==> src/rtl/lcd_pkg.sv <==
// lcd_pkg: HD44780 command/character constants, writer FSM states and the digit-to-ASCII map.
package lcd_pkg;
  localparam logic [7:0] CMD_FSET_8B2L = 8'h38;
  localparam logic [7:0] CMD_DISP_ON   = 8'h0C;
  localparam logic [7:0] CMD_CLEAR     = 8'h01;
  localparam logic [7:0] CMD_ENTRY_INC = 8'h06;
  localparam logic [7:0] CMD_DDRAM_L1  = 8'h80;
  localparam logic [7:0] CHAR_SEP      = 8'h3A;
  localparam logic [7:0] CHAR_SPACE    = 8'h20;
  localparam logic [7:0] CHAR_ZERO     = 8'h30;
  localparam logic [3:0] LAST_COL      = 4'd10;
  typedef enum logic [2:0] {
    PWR_WAIT, INIT_FSET, INIT_DISP, INIT_CLR, INIT_ENTRY, FRAME_ADDR, FRAME_CHAR
  } state_e;
  function automatic logic [7:0] digit_to_ascii(input logic [3:0] d);
    return (d < 4'd10) ? CHAR_ZERO + {4'h0, d} : (d == 4'd10) ? CHAR_SEP : CHAR_SPACE;
  endfunction
endpackage

==> src/rtl/lcd_num_writer_if.sv <==
// lcd_num_writer_if: HD44780 8-bit parallel write bus.
interface lcd_num_writer_if;
  logic [7:0] lcd_data;
  logic       lcd_rs;
  logic       lcd_rw;
  logic       lcd_e;
  modport master (output lcd_data, lcd_rs, lcd_rw, lcd_e);
  modport slave (input lcd_data, lcd_rs, lcd_rw, lcd_e);
endinterface

==> src/rtl/lcd_byte_strobe.sv <==
// lcd_byte_strobe: one LCD byte write as setup cycle, E pulse, then a short or long settle wait.
module lcd_byte_strobe #(
  parameter int E_PULSE_CYC    = 25,
  parameter int CMD_WAIT_CYC   = 2500,
  parameter int CLEAR_WAIT_CYC = 100000
) (
  input  logic       clk,
  input  logic       rst,
  input  logic       start_i,
  input  logic       rs_i,
  input  logic [7:0] byte_i,
  input  logic       long_wait_i,
  output logic       done_o,
  output logic       lcd_rs_o,
  output logic [7:0] lcd_data_o,
  output logic       lcd_e_o
);
  localparam int MAX_WAIT = (CMD_WAIT_CYC > CLEAR_WAIT_CYC) ? CMD_WAIT_CYC : CLEAR_WAIT_CYC;
  localparam int CW = $clog2(E_PULSE_CYC + MAX_WAIT + 1);
  localparam logic [CW-1:0] E_LAST = CW'(E_PULSE_CYC);
  localparam logic [CW-1:0] LAST_S = CW'(E_PULSE_CYC + CMD_WAIT_CYC);
  localparam logic [CW-1:0] LAST_L = CW'(E_PULSE_CYC + CLEAR_WAIT_CYC);
  logic          busy_q, busy_d, long_q, long_d, rs_q, rs_d;
  logic [7:0]    data_q, data_d;
  logic [CW-1:0] cnt_q, cnt_d;
  assign done_o     = busy_q && cnt_q == (long_q ? LAST_L : LAST_S);
  assign lcd_e_o    = busy_q && cnt_q != '0 && cnt_q <= E_LAST;
  assign lcd_rs_o   = rs_q;
  assign lcd_data_o = data_q;
  // a start in the done cycle chains the next byte with no idle gap
  always_comb begin
    busy_d = start_i | (busy_q & ~done_o);
    cnt_d  = start_i ? '0 : busy_q ? cnt_q + 1'b1 : cnt_q;
    long_d = start_i ? long_wait_i : long_q;
    rs_d   = start_i ? rs_i : rs_q;
    data_d = start_i ? byte_i : data_q;
  end
  always_ff @(posedge clk) begin
    if (rst) begin
      busy_q <= 1'b0;
      cnt_q  <= '0;
      long_q <= 1'b0;
      rs_q   <= 1'b0;
      data_q <= 8'h00;
    end else begin
      busy_q <= busy_d;
      cnt_q  <= cnt_d;
      long_q <= long_d;
      rs_q   <= rs_d;
      data_q <= data_d;
    end
  end
endmodule

==> src/rtl/lcd_num_writer.sv <==
// lcd_num_writer: LCD init then endless refresh of line 1 cols 0-10 from a per-frame digit snapshot.
// Optional LCD_LEAD_ZERO_BLANK_EN blanks column 0 when its digit is 0.
module lcd_num_writer
  import lcd_pkg::*;
#(
  parameter int INIT_WAIT_CYC  = 750000,
  parameter int E_PULSE_CYC    = 25,
  parameter int CMD_WAIT_CYC   = 2500,
  parameter int CLEAR_WAIT_CYC = 100000
) (
  input  logic               clk,
  input  logic               rst,
  input  logic [43:0]        num_data,
  lcd_num_writer_if.master   lcd,
  output logic               init_done,
  output logic               frame_done
);
  localparam int PW = $clog2(INIT_WAIT_CYC + 1);
  localparam logic [PW-1:0] PW_LAST = PW'(INIT_WAIT_CYC - 1);
  state_e        state_q, state_d;
  logic [PW-1:0] cnt_q, cnt_d;
  logic [3:0]    col_q, col_d, ncol;
  logic [43:0]   fb_q, fb_d;
  logic          init_done_q, init_done_d, frame_done_q, frame_done_d;
  logic          start, rs, long_wait, done, to_addr;
  logic [7:0]    byte_s, chr;
  logic [3:0]    nib;
  assign ncol = (state_q == FRAME_CHAR && col_q != LAST_COL) ? col_q + 4'd1 : 4'd0;
  assign nib  = fb_q[{ncol, 2'b00} +: 4];
`ifdef LCD_LEAD_ZERO_BLANK_EN
  assign chr = (ncol == 4'd0 && nib == 4'd0) ? CHAR_SPACE : digit_to_ascii(nib);
`else
  assign chr = digit_to_ascii(nib);
`endif
  assign to_addr    = done && (state_q == INIT_ENTRY || (state_q == FRAME_CHAR && col_q == LAST_COL));
  assign init_done  = init_done_q;
  assign frame_done = frame_done_q;
  assign lcd.lcd_rw = 1'b0;
  always_comb begin
    state_d      = state_q;
    cnt_d        = cnt_q;
    col_d        = col_q;
    fb_d         = fb_q;
    init_done_d  = init_done_q;
    frame_done_d = 1'b0;
    start        = 1'b0;
    rs           = 1'b0;
    byte_s       = 8'h00;
    long_wait    = 1'b0;
    case (state_q)
      PWR_WAIT:   if (cnt_q == PW_LAST) begin start = 1'b1; byte_s = CMD_FSET_8B2L; state_d = INIT_FSET; end
                  else cnt_d = cnt_q + 1'b1;
      INIT_FSET:  if (done) begin start = 1'b1; byte_s = CMD_DISP_ON; state_d = INIT_DISP; end
      INIT_DISP:  if (done) begin start = 1'b1; byte_s = CMD_CLEAR; long_wait = 1'b1; state_d = INIT_CLR; end
      INIT_CLR:   if (done) begin start = 1'b1; byte_s = CMD_ENTRY_INC; state_d = INIT_ENTRY; end
      FRAME_ADDR, FRAME_CHAR:
                  if (done && !to_addr) begin start = 1'b1; rs = 1'b1; byte_s = chr; col_d = ncol; state_d = FRAME_CHAR; end
      default:    ;
    endcase
    // the snapshot is taken on the same edge that launches the address byte
    if (to_addr) begin
      start        = 1'b1;
      byte_s       = CMD_DDRAM_L1;
      state_d      = FRAME_ADDR;
      fb_d         = num_data;
      init_done_d  = 1'b1;
      frame_done_d = state_q == FRAME_CHAR;
    end
  end
  always_ff @(posedge clk) begin
    if (rst) begin
      state_q      <= PWR_WAIT;
      cnt_q        <= '0;
      col_q        <= 4'd0;
      fb_q         <= '0;
      init_done_q  <= 1'b0;
      frame_done_q <= 1'b0;
    end else begin
      state_q      <= state_d;
      cnt_q        <= cnt_d;
      col_q        <= col_d;
      fb_q         <= fb_d;
      init_done_q  <= init_done_d;
      frame_done_q <= frame_done_d;
    end
  end
  lcd_byte_strobe #(
    .E_PULSE_CYC(E_PULSE_CYC), .CMD_WAIT_CYC(CMD_WAIT_CYC), .CLEAR_WAIT_CYC(CLEAR_WAIT_CYC)
  ) u_strobe (
    .clk(clk), .rst(rst), .start_i(start), .rs_i(rs), .byte_i(byte_s), .long_wait_i(long_wait),
    .done_o(done), .lcd_rs_o(lcd.lcd_rs), .lcd_data_o(lcd.lcd_data), .lcd_e_o(lcd.lcd_e)
  );
endmodule

==> src/flat_wrapper.sv <==
// flat-port wrapper written by rule: the top's interface ports become plain ports
module lcd_num_writer_flat import lcd_pkg::*;
#(
  parameter int INIT_WAIT_CYC  = 750000,
  parameter int E_PULSE_CYC    = 25,
  parameter int CMD_WAIT_CYC   = 2500,
  parameter int CLEAR_WAIT_CYC = 100000
)
  (clk, rst, num_data, init_done, frame_done, lcd_lcd_data, lcd_lcd_rs, lcd_lcd_rw, lcd_lcd_e);
  lcd_num_writer_if lcd_i ();
  input  logic clk;
  input  logic rst;
  input  logic [43:0] num_data;
  output logic init_done;
  output logic frame_done;
  output wire logic [$bits(lcd_i.lcd_data)-1:0] lcd_lcd_data;
  output wire logic [$bits(lcd_i.lcd_rs)-1:0] lcd_lcd_rs;
  output wire logic [$bits(lcd_i.lcd_rw)-1:0] lcd_lcd_rw;
  output wire logic [$bits(lcd_i.lcd_e)-1:0] lcd_lcd_e;
  assign lcd_lcd_data = lcd_i.lcd_data;
  assign lcd_lcd_rs = lcd_i.lcd_rs;
  assign lcd_lcd_rw = lcd_i.lcd_rw;
  assign lcd_lcd_e = lcd_i.lcd_e;
  lcd_num_writer #(.INIT_WAIT_CYC(INIT_WAIT_CYC), .E_PULSE_CYC(E_PULSE_CYC), .CMD_WAIT_CYC(CMD_WAIT_CYC), .CLEAR_WAIT_CYC(CLEAR_WAIT_CYC)) u_core (.clk(clk), .rst(rst), .num_data(num_data), .lcd(lcd_i), .init_done(init_done), .frame_done(frame_done));
endmodule
==> config.mk <==
export PLATFORM = sky130hd
export DESIGN_NAME = lcd_num_writer_flat
export DESIGN_NICKNAME = d
export VERILOG_FILES = /design/src/rtl/lcd_pkg.sv /design/src/rtl/lcd_num_writer_if.sv /design/src/rtl/lcd_byte_strobe.sv /design/src/rtl/lcd_num_writer.sv /design/src/flat_wrapper.sv
export SDC_FILE = /design/constraint.sdc
export NUM_CORES = 1
export LEC_CHECK = 0
export CAP_MARGIN = 15
export CORE_MARGIN = 5
export CORE_UTILIZATION = 40
export CTS_BUF_LIST = sky130_fd_sc_hd__clkbuf_8 sky130_fd_sc_hd__clkbuf_16
export DETAILED_ROUTE_END_ITERATION = 8
export PLACE_DENSITY = 0.7
export SLEW_MARGIN = 10
export SYNTH_ARGS = -nofsm -noshare
export SYNTH_HDL_FRONTEND = slang
export SYNTH_SLANG_ARGS = --single-unit
==> constraint.sdc <==
create_clock -name clk -period 3.35 [get_ports clk]
set_clock_uncertainty 0.1 [all_clocks]
set_input_delay 0.5025 -clock clk [delete_from_list [all_inputs] [get_ports clk]]
set_output_delay 0.5025 -clock clk [all_outputs]
set_load 0.05 [all_outputs]
-- Yosys cells after proc, flatten, opt, wreduce, memory -nomap -nowiden
Index checks and enable logic that the tools add are counted.
- word-level logic and storage cells: 92
- register bits after elaboration: 101
- input port bits: 46
- bitwise gates (word level): 5
- order comparisons: 2
- $add $sub $neg: 4
- multiplexer cells: 25
- reduce and logical (&&, ||, !) cells: 22
- shift operators: 1
- eq/ne operators: 21
- operators with widths (cell ; number):
    indexed part select 44 x 7 -> 4 bit ; 1
    one-hot mux 8 bit (5 select lines) ; 1
    two-way mux 8 bit ; 3
    two-way mux 3 bit ; 7
    adder 20 x 1 -> 20 bit (second input constant) ; 1
    equality test 20 bit (second input constant) ; 1
    adder 17 x 1 -> 17 bit (second input constant) ; 1
    equality test 17 bit ; 1
    <= comparator 17 x 5 -> 1 bit (second input constant) ; 1
    two-way mux 17 bit ; 1
    nonzero test 17 bit ; 1
    inequality test 3 x 1 -> 1 bit (second input constant) ; 5
    one-hot mux 3 bit (5 select lines) ; 1
    AND reduction 6 bit ; 2
    inequality test 2 x 1 -> 1 bit (second input constant) ; 5
    equality test 3 bit (second input constant) ; 3
    equality test 4 bit (second input constant) ; 2
    two-way mux 4 bit ; 2
    OR reduction 2 bit ; 4
    adder 6 x 4 -> 7 bit (first input constant) ; 1
    logical AND 1 bit ; 7
    two-way mux 1 bit ; 7
    equality test 3 x 2 -> 1 bit (second input constant) ; 2
    two-way mux 6 bit ; 1
    16 further kinds ; 19

-- Logic depth before layout (Yosys ltp)
- word-level depth: 10
- mapped depth: 12
- depth with buffers taken out: 9

-- By module
A second synthesis with hierarchy kept.
- cell total of the unflattened synthesis: 613
- area total of the unflattened synthesis: 5001.0 sq um
- by module, submodules not included (module ; instances ; sequential area each (sq um) ; area an instance (sq um) ; cells each):
    lcd_num_writer ; 1 ; 1461.4 ; 3664.8 ; 462
    lcd_byte_strobe ; 1 ; 560.5 ; 1336.3 ; 151

-- Worst setup path before layout
No wires, ideal clock.
- path kind: flip-flop to flip-flop
- from: register u_core.col_q[0]
- to: register u_core.u_strobe.data_q[0] (netlist: u_core.u_strobe.lcd_data_o[0])
- data arrival time: 2440 ps
- library setup time: 116 ps
- required time: 3134 ps
- cell stages (with the launch flop): 12
- clock period less this slack: 2655 ps
- slack: 695 ps
- path through: dfxtp_1 clkbuf_8 inv_1 ha_1 buf_6 or2b_1 nor3_2 a32oi_1 a2111oi_2 nor2_1 a211o_1 and3_1
- cells in the longest elaborated chain, start to end: 9
- elaborated cells on any way between the ends: 20
- ends and longest elaborated chain (item ; RTL line ; text):
    start: declaration ; lcd_num_writer.sv:22 ; logic [3:0] col_q, col_d, ncol;
    start signal: assignment ; lcd_num_writer.sv:81 ; col_q <= col_d;
    parallel branches: the longest is 9 deep, another holds adder 6 x 4 -> 7 bit ; - ;
    end signal: assignment ; lcd_byte_strobe.sv:50 ; data_q <= data_d;
    end: declaration ; lcd_byte_strobe.sv:24 ; logic [7:0] data_q, data_d;
Parallel ways; which one is timed is not known.
A chain may end at the register's enable or synchronous reset.

-- Worst setup path in the final report
- from: register u_core.u_strobe.cnt_q[0]
- to: output lcd_lcd_e
- cells in the longest elaborated chain, start to end: 3
- elaborated cells on any way between the ends: 4
- ends and longest elaborated chain (item ; RTL line ; text):
    start: declaration ; lcd_byte_strobe.sv:25 ; logic [CW-1:0] cnt_q, cnt_d;
    start signal: assignment ; lcd_byte_strobe.sv:47 ; cnt_q <= cnt_d;
    parallel branches: the longest is 2 deep, another holds <= comparator 17 x 5 -> 1 bit ; - ;
    logical AND 1 bit * ; lcd_byte_strobe.sv:27 ; assign lcd_e_o = busy_q && cnt_q != '0 && cnt_q <= E_LAST;
    end: declaration ; flat_wrapper.sv:19 ; output wire logic [$bits(lcd_i.lcd_e)-1:0] lcd_lcd_e;
Mark *: on every way between the ends.

==> results.ini <==
[worst_setup_path]
max_stage_delay_ps=820
crit_path_end_kind=primary output
crit_family=buffers and inverters
cp.required_ps=2750
crit_buf_inv=2
worstSetupPathType=flip-flop to primary output
cp_cell_sequence=inv_1, ha_1, nor4b_1, nor2_1, nand4_1, a31oi_1, clkdlybuf4s50_1
critPathMaxFanout=7
crit_arrival_ps=2420
critical_path.slowest_cell=clkdlybuf4s50_1
start_kind=flip-flop

[clock_network]
cts_setup_buffers=0
cts.sinks=100
numCtsBuffers=9
post_cts_resized=0
cts_htree_levels=3
clock_latency_ps=340
cts_tree=built
clock_tree.buffer_depth=2
cts_hold_buf=0
root_buffer=clkbuf_16
clk_pin_slew_ps=70

[timing]
holdWs_ps=351
tightest_slew_ps=919
tns_ps=0
relSlewSlack=0.372
fin_crit_sh=0.904
rsz0062_at_grt=no
slew_violations=0
setup_viol=0
setup_slack_ps=323
fmax_ghz=0.330
fin_crit_ps=3030
hold_viol=0

[synth]
seq_area_frac_synth=0.397
syn_area_um2=5040
yosysTopAreaCell=dfxtp_1
async_flop_share=0
ys_types=75
ys.flop_type=dfxtp_1
syn_avg_cell_area_um2=8.07
synth_top_area_frac=0.397
yosys-top-cells-area=dfxtp_1 (40%), nand2_1 (9.4%), a21oi_1 (6.3%)
synth-seq-cells=100
yosys_warnings=0
syn_inst=625
synth-edff-count=0

[cells_and_area]
finalCoreUtilization=0.476
n_fill_cell=1203
final_cells=837
n_antenna_cell=0
final_nets=712
area_growth_pct=17.7
drive_above_1_share=0.0707

[min_path]
min_path_type=flip-flop to flip-flop

[route]
routed_wl_mm=11.8
vias=4369
drtIter0Drc=239
ant_nets=0
post_drt_via_cell_ratio=5.22
drc_errors=0
wl_per_cell_um=14.1
drt_first_pass_iters=5

[outcome]
status=complete, no violations

[placed_design]
dp_hpwl_mm=8.57
post-place-ws_ps=682
gp_congestion=0.969
dpl.cell_count=821
portBuffers=56

[floorplanning]
placementRows=41
initial_core_util=0.404
io-pin-count=59
core_area_um2=12500
die_x_um=122
dieHeight_um=122
die_area_um2=15000

[global_route]
grt_util_met3=0.0406
grt_pass1_vias=4398
grt_max_degree=52
antenna_found_initial=0
use_met2=0.301
busiest_layer=met2
grt_remaining_overflow=0
grt_use_met1=0.195
grt_pass1_wl_mm=20.3
grt_usage=0.165

[pwr]
leakagePower_uw=0.00196
ir_drop_mv=0.413
p_per_area_nw_per_um2=396

[job]
drv_cap=0

==> cells in the mapped netlist, types with 4 or more instances <==
library cell,instances
a21oi_1,63
a31oi_1,12
and2_1,4
and3_1,9
and4_1,4
buf_2,8
buf_4,6
buf_6,5
clkbuf_1,15
dfxtp_1,100
ha_1,6
inv_1,11
mux2i_1,10
nand2_1,126
nand3_1,19
nand3b_1,4
nand4_1,16
nor2_1,60
nor3_1,13
o21ai_0,15
or3_1,7
xnor2_1,18
xor2_1,18
==> through the flow <==
| stage | area (um^2) | power (uW) |
|---|---|---|
| floorplan | 5050 | 1250 |
| global placement | 5630 | 1310 |
| detailed placement | 5630 | 1310 |
| CTS | 5930 | 2370 |
| global route | 5930 | 2440 |
| finish | 5930 | 2350 |
==> final timing paths <==
check / slack [ps] / from / to / depth (start not counted)
setup reg to reg: 720 / u_core.col_q[0] / u_core.u_strobe.lcd_data_o[2] / 9
hold reg to reg: 350 / u_core.fb_q[19] / u_core.fb_q[19] / 2
setup / recovery: 320 / u_core.u_strobe.cnt_q[0] / lcd_lcd_e / 7
hold / removal: 350 / u_core.fb_q[19] / u_core.fb_q[19] / 2
==> worst min-delay path: cells and delay by family, from the launching register on <==
family             cells  cell delay [ps]
DFF                    1              310
AOI/OAI and AO/OA      1               50
and+or+nand+nor        1               50
==> power by group <==
group,switching (uW),total [uW],internal (uW)
clock network,461,1070,606
logic,35.6,87.1,51.4
registers,2.70,1190,1190
==> state kept, by name, indices dropped and copies added (netlist names) <==
register                    count
u_core.u_strobe.busy_q          1
u_core.frame_done               1
u_core.u_strobe.long_q          1
u_core.fb_q                    44
u_core.u_strobe.lcd_data_o      7
u_core.col_q                    4
u_core.cnt_q                   20
u_core.u_strobe.lcd_rs_o        1
u_core.u_strobe.cnt_q          17
u_core.init_done                1
u_core.state_q                  3
==> routing by layer <==
| layer | routed length [um] | share of wire |
|---|---|---|
| met5 | 0 | 0 |
| met2 | 6180 | 0.53 |
| met4 | 120 | 0.010 |
| met3 | 355 | 0.030 |
| met1 | 5110 | 0.43 |
==> cell type report <==
class	instances	area, um^2	area share
clock buffers	10	239	0.0403
clock inverters	6	70.1	0.0118
inverters	11	41.3	0.00696
multi-input cells	475	2750	0.463
flip-flops and latches	100	2000	0.337
well taps	172	215	0.0363
repair buffers	63	621	0.105
==> logic make-up (layout without fill, tap and decap cells) <==
group / count (synthesis) / after routing / share of synthesized area
simple gates: 298 / 298 / 0.294
compound gates: 122 / 122 / 0.148
flops: 100 / 100 / 0.397
buf+inv: 51 / 90 / 0.0591
xor+xnor: 36 / 36 / 0.0625
mux: 11 / 11 / 0.0243
fa+ha+maj: 6 / 6 / 0.0149
other cells: 1 / 2 / 0.000744
==> cell usage in the layout, fill, tap and decap left out, drive strengths merged, types with 5 or more instances in the layout <==
cell type / count
nand2: 126
dfxtp: 100
a21oi: 63
nor2: 60
clkdlybuf4s50: 55
nand3: 22
xnor2: 18
xor2: 18
nand4: 17
nor3: 17
o21ai: 16
inv: 13
a31oi: 12
mux2i: 10
clkbuf: 10
and3: 9
or3: 8
buf: 8
ha: 6
nand3b: 5
and4: 5
and2: 5
No activity file was read; power rests on OpenSTA's default activity.
